## src/rtl/q_cnot_seq_if.sv

```systemverilog
// Bus bundle for q_cnot_seq: gate request/status plus the input and output amplitude streams.
// The ctrl_pol signal exists only when Q_CNOT_SEQ_OPEN_CTRL_EN is defined.
`ifndef FIXED_WIDTH
`define FIXED_WIDTH 16
`endif

interface q_cnot_seq_if #(
   parameter int NUM_QUBITS = 3,
   localparam int IDX_W = $clog2(NUM_QUBITS)
);
   logic                           start;
   logic [IDX_W-1:0]               ctrl_idx;
   logic [IDX_W-1:0]               tgt_idx;
`ifdef Q_CNOT_SEQ_OPEN_CTRL_EN
   logic                           ctrl_pol;
`endif
   logic                           busy;
   logic                           done;
   logic                           err;
   logic                           in_valid;
   logic                           in_ready;
   logic signed [`FIXED_WIDTH-1:0] in_real;
   logic signed [`FIXED_WIDTH-1:0] in_imag;
   logic                           out_valid;
   logic                           out_ready;
   logic signed [`FIXED_WIDTH-1:0] out_real;
   logic signed [`FIXED_WIDTH-1:0] out_imag;

   // Upstream side: issues gate requests, feeds amplitudes, accepts results.
   modport master (
      output start, ctrl_idx, tgt_idx,
`ifdef Q_CNOT_SEQ_OPEN_CTRL_EN
      output ctrl_pol,
`endif
      output in_valid, in_real, in_imag, out_ready,
      input  busy, done, err, in_ready, out_valid, out_real, out_imag
   );

   // Engine side.
   modport slave (
      input  start, ctrl_idx, tgt_idx,
`ifdef Q_CNOT_SEQ_OPEN_CTRL_EN
      input  ctrl_pol,
`endif
      input  in_valid, in_real, in_imag, out_ready,
      output busy, done, err, in_ready, out_valid, out_real, out_imag
   );
endinterface

```

## src/rtl/q_cnot_seq.sv

```systemverilog
// Sequential CNOT engine: loads a 2^NUM_QUBITS amplitude state vector, swaps the
// amplitude pairs selected by the control/target qubits, then streams the vector out.
// Optional open-control polarity (ctrl_pol port) is enabled by Q_CNOT_SEQ_OPEN_CTRL_EN.
`ifndef FIXED_WIDTH
`define FIXED_WIDTH 16
`endif

module q_cnot_seq #(
   parameter int NUM_QUBITS = 3
) (
   input logic         clk,
   input logic         rst_n,
   q_cnot_seq_if.slave bus
);
   localparam int IDX_W = $clog2(NUM_QUBITS);
   localparam int DEPTH = 1 << NUM_QUBITS;
   localparam int PAIRS = DEPTH / 4;
   localparam int W     = `FIXED_WIDTH;
   localparam logic [NUM_QUBITS-1:0] LAST_BEAT = NUM_QUBITS'(DEPTH - 1);
   localparam logic [NUM_QUBITS-1:0] LAST_PAIR = NUM_QUBITS'(PAIRS - 1);
   localparam logic [NUM_QUBITS-1:0] ONE       = NUM_QUBITS'(1);

   typedef enum logic [1:0] {IDLE, LOAD, APPLY, DRAIN} state_t;

   state_t                state;
   logic [NUM_QUBITS-1:0] beat_cnt;
   logic [NUM_QUBITS-1:0] pair_cnt;
   logic [IDX_W-1:0]      ctrl_q;
   logic [IDX_W-1:0]      tgt_q;
   logic                  ctrl_bit_q;
   logic                  busy_r;
   logic                  done_r;
   logic                  err_r;
   logic                  in_ready_r;
   logic                  out_valid_r;
   logic signed [W-1:0]   out_real_r;
   logic signed [W-1:0]   out_imag_r;
   logic signed [W-1:0]   buf_re [DEPTH];
   logic signed [W-1:0]   buf_im [DEPTH];

   logic                  cfg_ok;
   logic                  ctrl_bit_in;
   logic [IDX_W-1:0]      lo_pos;
   logic [IDX_W-1:0]      hi_pos;
   logic                  lo_bit;
   logic                  hi_bit;
   logic [NUM_QUBITS-1:0] mid_idx;
   logic [NUM_QUBITS-1:0] swap_a;
   logic [NUM_QUBITS-1:0] swap_b;
   logic [NUM_QUBITS-1:0] beat_nxt;
   logic                  in_fire;

   // Open-ups bits above pos by one place and drops bit value b into the gap.
   function automatic logic [NUM_QUBITS-1:0] insert_bit(
      input logic [NUM_QUBITS-1:0] v,
      input logic [IDX_W-1:0]      pos,
      input logic                  b
   );
      logic [NUM_QUBITS:0] ext;
      logic [NUM_QUBITS:0] mask;
      logic [NUM_QUBITS:0] res;
      ext  = {1'b0, v};
      mask = (NUM_QUBITS+1)'((1 << pos) - 1);
      res  = ((ext & ~mask) << 1) | ((NUM_QUBITS+1)'(b) << pos) | (ext & mask);
      return res[NUM_QUBITS-1:0];
   endfunction

`ifdef Q_CNOT_SEQ_OPEN_CTRL_EN
   assign ctrl_bit_in = bus.ctrl_pol;
`else
   assign ctrl_bit_in = 1'b1;
`endif

   assign bus.busy      = busy_r;
   assign bus.done      = done_r;
   assign bus.err       = err_r;
   assign bus.in_ready  = in_ready_r;
   assign bus.out_valid = out_valid_r;
   assign bus.out_real  = out_real_r;
   assign bus.out_imag  = out_imag_r;

   assign beat_nxt = beat_cnt + ONE;
   assign in_fire  = bus.in_valid && in_ready_r;

   // Request check: indices must differ and both name an existing qubit.
   always_comb begin
      cfg_ok = (bus.ctrl_idx != bus.tgt_idx) &&
               (int'(bus.ctrl_idx) < NUM_QUBITS) &&
               (int'(bus.tgt_idx) < NUM_QUBITS);
   end

   // Pair address: insert the lower-position bit first so the upper position stays valid.
   always_comb begin
      if (ctrl_q < tgt_q) begin
         lo_pos = ctrl_q;
         lo_bit = ctrl_bit_q;
         hi_pos = tgt_q;
         hi_bit = 1'b0;
      end else begin
         lo_pos = tgt_q;
         lo_bit = 1'b0;
         hi_pos = ctrl_q;
         hi_bit = ctrl_bit_q;
      end
      mid_idx = insert_bit(pair_cnt, lo_pos, lo_bit);
      swap_a  = insert_bit(mid_idx, hi_pos, hi_bit);
      swap_b  = swap_a | (ONE << tgt_q);
   end

   // Sequencer with registered status and output stream; DRAIN spends one cycle prefetching beat 0.
   always_ff @(posedge clk) begin
      if (!rst_n) begin
         state       <= IDLE;
         beat_cnt    <= '0;
         pair_cnt    <= '0;
         ctrl_q      <= '0;
         tgt_q       <= '0;
         ctrl_bit_q  <= 1'b1;
         busy_r      <= 1'b0;
         done_r      <= 1'b0;
         err_r       <= 1'b0;
         in_ready_r  <= 1'b0;
         out_valid_r <= 1'b0;
         out_real_r  <= '0;
         out_imag_r  <= '0;
      end else begin
         done_r <= 1'b0;
         err_r  <= 1'b0;
         case (state)
            IDLE: begin
               if (bus.start) begin
                  if (cfg_ok) begin
                     ctrl_q     <= bus.ctrl_idx;
                     tgt_q      <= bus.tgt_idx;
                     ctrl_bit_q <= ctrl_bit_in;
                     beat_cnt   <= '0;
                     busy_r     <= 1'b1;
                     in_ready_r <= 1'b1;
                     state      <= LOAD;
                  end else begin
                     err_r <= 1'b1;
                  end
               end
            end
            LOAD: begin
               if (in_fire) begin
                  if (beat_cnt == LAST_BEAT) begin
                     beat_cnt   <= '0;
                     pair_cnt   <= '0;
                     in_ready_r <= 1'b0;
                     state      <= APPLY;
                  end else begin
                     beat_cnt <= beat_nxt;
                  end
               end
            end
            APPLY: begin
               if (pair_cnt == LAST_PAIR) begin
                  pair_cnt <= '0;
                  state    <= DRAIN;
               end else begin
                  pair_cnt <= pair_cnt + ONE;
               end
            end
            DRAIN: begin
               if (!out_valid_r) begin
                  out_real_r  <= buf_re[beat_cnt];
                  out_imag_r  <= buf_im[beat_cnt];
                  out_valid_r <= 1'b1;
               end else if (bus.out_ready) begin
                  if (beat_cnt == LAST_BEAT) begin
                     out_valid_r <= 1'b0;
                     out_real_r  <= '0;
                     out_imag_r  <= '0;
                     beat_cnt    <= '0;
                     busy_r      <= 1'b0;
                     done_r      <= 1'b1;
                     state       <= IDLE;
                  end else begin
                     beat_cnt   <= beat_nxt;
                     out_real_r <= buf_re[beat_nxt];
                     out_imag_r <= buf_im[beat_nxt];
                  end
               end
            end
            default: state <= IDLE;
         endcase
      end
   end

   // Amplitude buffer: filled during LOAD, pairs exchanged during APPLY; contents survive reset.
   always_ff @(posedge clk) begin
      if (state == LOAD && in_fire) begin
         buf_re[beat_cnt] <= bus.in_real;
         buf_im[beat_cnt] <= bus.in_imag;
      end else if (state == APPLY) begin
         buf_re[swap_a] <= buf_re[swap_b];
         buf_re[swap_b] <= buf_re[swap_a];
         buf_im[swap_a] <= buf_im[swap_b];
         buf_im[swap_b] <= buf_im[swap_a];
      end
   end
endmodule
```

## src/flat_wrapper.sv

```systemverilog
// flat-port wrapper written by rule: the top's interface ports become plain ports
module q_cnot_seq_flat 
#(
   parameter int NUM_QUBITS = 3
)
  (clk, rst_n, bus_start, bus_ctrl_idx, bus_tgt_idx, bus_in_valid, bus_in_real, bus_in_imag, bus_out_ready, bus_busy, bus_done, bus_err, bus_in_ready, bus_out_valid, bus_out_real, bus_out_imag);
  q_cnot_seq_if #(.NUM_QUBITS(NUM_QUBITS)) bus_i ();
  input logic clk;
  input logic rst_n;
  input wire logic [$bits(bus_i.start)-1:0] bus_start;
  input wire logic [$bits(bus_i.ctrl_idx)-1:0] bus_ctrl_idx;
  input wire logic [$bits(bus_i.tgt_idx)-1:0] bus_tgt_idx;
  input wire logic [$bits(bus_i.in_valid)-1:0] bus_in_valid;
  input wire logic [$bits(bus_i.in_real)-1:0] bus_in_real;
  input wire logic [$bits(bus_i.in_imag)-1:0] bus_in_imag;
  input wire logic [$bits(bus_i.out_ready)-1:0] bus_out_ready;
  output wire logic [$bits(bus_i.busy)-1:0] bus_busy;
  output wire logic [$bits(bus_i.done)-1:0] bus_done;
  output wire logic [$bits(bus_i.err)-1:0] bus_err;
  output wire logic [$bits(bus_i.in_ready)-1:0] bus_in_ready;
  output wire logic [$bits(bus_i.out_valid)-1:0] bus_out_valid;
  output wire logic [$bits(bus_i.out_real)-1:0] bus_out_real;
  output wire logic [$bits(bus_i.out_imag)-1:0] bus_out_imag;
  assign bus_i.start = bus_start;
  assign bus_i.ctrl_idx = bus_ctrl_idx;
  assign bus_i.tgt_idx = bus_tgt_idx;
  assign bus_i.in_valid = bus_in_valid;
  assign bus_i.in_real = bus_in_real;
  assign bus_i.in_imag = bus_in_imag;
  assign bus_i.out_ready = bus_out_ready;
  assign bus_busy = bus_i.busy;
  assign bus_done = bus_i.done;
  assign bus_err = bus_i.err;
  assign bus_in_ready = bus_i.in_ready;
  assign bus_out_valid = bus_i.out_valid;
  assign bus_out_real = bus_i.out_real;
  assign bus_out_imag = bus_i.out_imag;
  q_cnot_seq #(.NUM_QUBITS(NUM_QUBITS)) u_core (.clk(clk), .rst_n(rst_n), .bus(bus_i));
endmodule
```

## config.mk

```make
export PLATFORM = sky130hd
export DESIGN_NAME = q_cnot_seq_flat
export DESIGN_NICKNAME = d
export VERILOG_FILES = /design/src/rtl/q_cnot_seq_if.sv /design/src/rtl/q_cnot_seq.sv /design/src/flat_wrapper.sv
export SDC_FILE = /design/constraint.sdc
export NUM_CORES = 1
export LEC_CHECK = 0
export ABC_AREA = 0
export BUFFER_PORTS_ARGS = -buffer_cell sky130_fd_sc_hd__buf_2
export CAP_MARGIN = 20
export CORE_ASPECT_RATIO = 1.1
export CORE_MARGIN = 2
export CORE_UTILIZATION = 42
export CTS_BUF_LIST = sky130_fd_sc_hd__clkbuf_4
export DETAILED_ROUTE_END_ITERATION = 7
export MAX_ROUTING_LAYER = met4
export PLACE_DENSITY_LB_ADDON = 0.08
export SYNTH_ARGS = -nofsm -noshare
export SYNTH_HDL_FRONTEND = slang
export SYNTH_SLANG_ARGS = --single-unit
export TNS_END_PERCENT = 20
```

## constraint.sdc

```tcl
create_clock -name clk -period 7.4 [get_ports clk]
set_input_delay 0.74 -clock clk [delete_from_list [all_inputs] [get_ports clk]]
set_output_delay 0.74 -clock clk [all_outputs]
set_load 0.005 [all_outputs]
```

==> impl_metrics.env <==
export IMPL_status="finished, final reports clean"
export IMPL_cts_resized_gates=0
export IMPL_dieWidth_um=222
export IMPL_coreArea_mm2=0.0515
export IMPL_synth_area_leaders="edfxtp_1, mux2i_1, mux4_2"
export IMPL_yosysWarnings=0
export IMPL_ys_seq_elements=308
export IMPL_drv_slew=0
export IMPL_route_layer_met1_wl_um=30400
export IMPL_area_growth_pct=10.7
export IMPL_p_comb_share_pct=43.3
export IMPL_wl_met2_um=36100
export IMPL_p_sw_share_pct=38.0
export IMPL_avgSynthCellArea_um2=13.7
export IMPL_start_util_pct=42.6
export IMPL_endpoint_kind="flip-flop"
export IMPL_path_clk_slew_ns=0.07
export IMPL_synth_xor_area_share_pct=0.0399
export IMPL_period_share_pct=68.1
export IMPL_wl_per_cell_um=30.1
export IMPL_post_cts_repair_setup_buffers=0
export IMPL_hp_class="in -> reg"
export IMPL_p_clk_share_pct=25.5
export IMPL_r2r_start="u_core.tgt_q[1]"
export IMPL_leakage_nw=8.64
export IMPL_grt_overflow=0
export IMPL_yosysSeqAreaShare_pct=39.8
export IMPL_critical_path_arrival_ns=5.47
export IMPL_drtAntennaViolNets=0
export IMPL_antenna_found_initial=1
export IMPL_synth_top_cells_by_count="mux2i_1, edfxtp_1, mux4_2"
export IMPL_cts_hold_buf=0
export IMPL_clock_latency_ns=0.82
export IMPL_grt_setup_unrepaired="no"
export IMPL_yosys_area_share_adder_pct=0.570
export IMPL_worstSetupEndpoint="u_core.buf_im[1][3]"
export IMPL_report_final_setup_viol=0
export IMPL_numPortBuffers=77
export IMPL_synth_top_family_by_area="multiplexers"
export IMPL_cts_buffers=90
export IMPL_cts_tree="built"
export IMPL_yosysTopAreaCell="edfxtp_1"
export IMPL_synth_cell_types=70
export IMPL_synth_most_common_cell="mux2i_1"
export IMPL_synth_top_area_share_pct=35.0
export IMPL_max_freq_mhz=198
export IMPL_top_layer_used="met4"
export IMPL_irDropWorstVdd_v=0.000187
export IMPL_die_area_mm2=0.0541
export IMPL_setup_tns_ns=0
export IMPL_critical_path_class="reg -> reg"
export IMPL_r2r_setup_slack_ns=2.36
export IMPL_synth_nets=1651
export IMPL_synthFlopType="edfxtp_1"
export IMPL_dp_hpwl_um=41300
export IMPL_grt_pass1_wl_um=107000
export IMPL_hold_viol_final=0
export IMPL_drv_cap=0
export IMPL_worst_path_max_fanout=27
export IMPL_nNetsFinal=1715
export IMPL_grt_usage_pct=27.6
export IMPL_grt_max_degree=130
export IMPL_relSlewSlack_pct=17.8
export IMPL_gp_congestion=0.816
export IMPL_routed_wl_um=72400
export IMPL_post_route_cells_drive_above_1_share_pct=36.8
export IMPL_start_kind="flip-flop"
export IMPL_internal_power_mw=4.43
export IMPL_muxShareOfSynthArea_pct=43.5
export IMPL_vias=15494
export IMPL_synth_async_reset_ratio_pct=0
export IMPL_ff2ff_path_depth=11
export IMPL_synth_compound_area_share_pct=9.81
export IMPL_clkSinkCount=308
export IMPL_fp_dieH_um=244
export IMPL_drc=0
export IMPL_synthesis_area_mm2=0.0220
export IMPL_max_slew_worst_pin_slew_ns=1.23
export IMPL_rows=87
export IMPL_cts_max_level=3
export IMPL_pin_count=78
export IMPL_finClkSkew_ns=0.0413
export IMPL_drtPass1Iterations=5
export IMPL_cp_required_ns=7.82
export IMPL_wl_met3_um=4070
export IMPL_cts_root_buf="clkbuf_4"
export IMPL_initialDrtViolationCount=1326
export IMPL_holdCritStartpoint="bus_start"
export IMPL_power_switching_mw=2.71
export IMPL_power_total_mw=7.14
export IMPL_clockBufferDepth=3
export IMPL_post_route_min_period_ns=5.04
export IMPL_synthCells=1600
export IMPL_rr_endpoint="u_core.buf_im[1][3]"
export IMPL_vias_per_cell=6.43
export IMPL_p_seq_share_pct=31.2
export IMPL_synth_edf_count=256
export IMPL_powerDensity_mw_per_mm2=294
export IMPL_grt_pass1_vias=16134
export IMPL_yosys_area_share_simple_pct=2.23
export IMPL_crit_start="u_core.tgt_q[1]"
-- cells in the final DEF, fill, tap and decap left out, types with 4 or more instances in the layout --
| cell | count |
|---|---|
| mux2i_1 | 449 |
| edfxtp_1 | 256 |
| clkbuf_4 | 146 |
| mux4_2 | 128 |
| mux2_2 | 126 |
| buf_2 | 77 |
| dfxtp_1 | 47 |
| mux2_1 | 45 |
| buf_4 | 38 |
| inv_2 | 34 |
| o221ai_1 | 34 |
| o21a_1 | 33 |
| o211a_1 | 33 |
| a222oi_1 | 32 |
| o2bb2ai_2 | 27 |
| nand2_1 | 24 |
| clkinv_1 | 18 |
| nor2_1 | 16 |
| mux2_4 | 16 |
| nor2b_1 | 12 |
| a21oi_1 | 10 |
| nor2_4 | 9 |
| nand3_1 | 9 |
| o21ai_0 | 9 |
| inv_1 | 7 |
| and3_1 | 7 |
| ha_1 | 7 |
| o22ai_4 | 6 |
| o2bb2ai_1 | 5 |
| a21boi_0 | 5 |
| o31ai_1 | 4 |
| and2_1 | 4 |
| a211oi_1 | 4 |
| bufinv_16 | 4 |
-- flip-flops by register name (all words and copies together), names as in the netlist, named ones only --
signal and cells:
u_core.beat_cnt 3, u_core.state 2, u_core.bus.out_real 16, u_core.tgt_q 2, u_core.ctrl_q 2, u_core.bus.busy 1
u_core.bus.done 1, u_core.bus.in_ready 1, u_core.bus.out_imag 16, u_core.pair_cnt 3, u_core.bus.out_valid 1, u_core.bus.err 1
u_core.buf_im 128, u_core.buf_re 128
-- worst min-delay path by stage --
stage / end / slack (ns) / depth (start not counted)
global route: u_core.bus.err / 0.15 / 3
finish: u_core.bus.err / 0.19 / 3
detailed placement: u_core.bus.out_real[12] / 0.48 / 1
CTS: u_core.bus.err / 0.11 / 3
global placement: u_core.bus.out_imag[0] / 0.47 / 1
floorplan: flip-flop / 0.48 / 2
-- logic make-up (layout without fill, tap and decap cells) --
kind of cell,count (synthesis),after routing
AOI/OAI and AO/OA,233,233
buffers and inverters,187,328
and+or+nand+nor,97,97
muxes,764,764
xor gates and xnor gates,1,1
other,0,1
DFF,308,308
adders and majority gates,10,10
-- power groups by stage --
stage / Sequential [mW] / Combinational [mW] / Clock, mW
after floorplan: 2.20 / 2.35 / 0
after global placement: 2.26 / 3.07 / 0
after detailed placement: 2.26 / 3.09 / 0
after CTS: 2.23 / 3.10 / 1.88
after global routing: 2.24 / 3.31 / 1.96
final: 2.23 / 3.09 / 1.82
-- cell type report --
| class | instances | area, um2 |
|---|---|---|
| timing repair buffer | 118 | 722 |
| multi-input combinational | 1105 | 12600 |
| sequential | 308 | 8740 |
| clock inverter | 23 | 193 |
| tap | 667 | 835 |
| clock buffer | 146 | 1100 |
| antenna | 1 | 2.50 |
| inverter | 41 | 154 |
| fill | 4698 | 27200 |
-- per-stage QoR --
| stage | cell area (um2) | hold slack, ns | instances | setup slack, ns | util, % |
|---|---|---|---|---|---|
| 2_1_floorplan | 22000 | 0.477 | 1600 | 2.41 | - |
| 3_5_place_dp | 23000 | 0.480 | 2239 | 2.50 | 44.7 |
| 5_1_grt | 24300 | 0.153 | 2409 | 2.21 | 47.2 |
| 4_1_cts | 24300 | 0.113 | 2408 | 2.45 | 47.2 |
| 6_report | 24300 | 0.194 | 2409 | 2.36 | 47.2 |
| 3_3_place_gp | 23000 | 0.475 | 2237 | 2.56 | 44.6 |
-- worst max-delay path, cell delays in order (launching register included) --
cell,delay (ns)
dfxtp_1,0.46
inv_1,0.19
ha_1,0.44
and2b_1,0.23
o22ai_1,0.14
a21oi_1,0.41
a21boi_4,0.34
nor2_4,0.39
buf_4,0.57
nand3_1,0.40
o21ai_4,0.40
buf_4,0.60
-- routing by layer --
metal,up-vias,global-route usage [%]
li1,6724,-
met1,8072,33.8
met2,560,46.7
met3,138,4.26
met4,0,9.40
met5,-,-
Power figures use the tool's default switching activity.
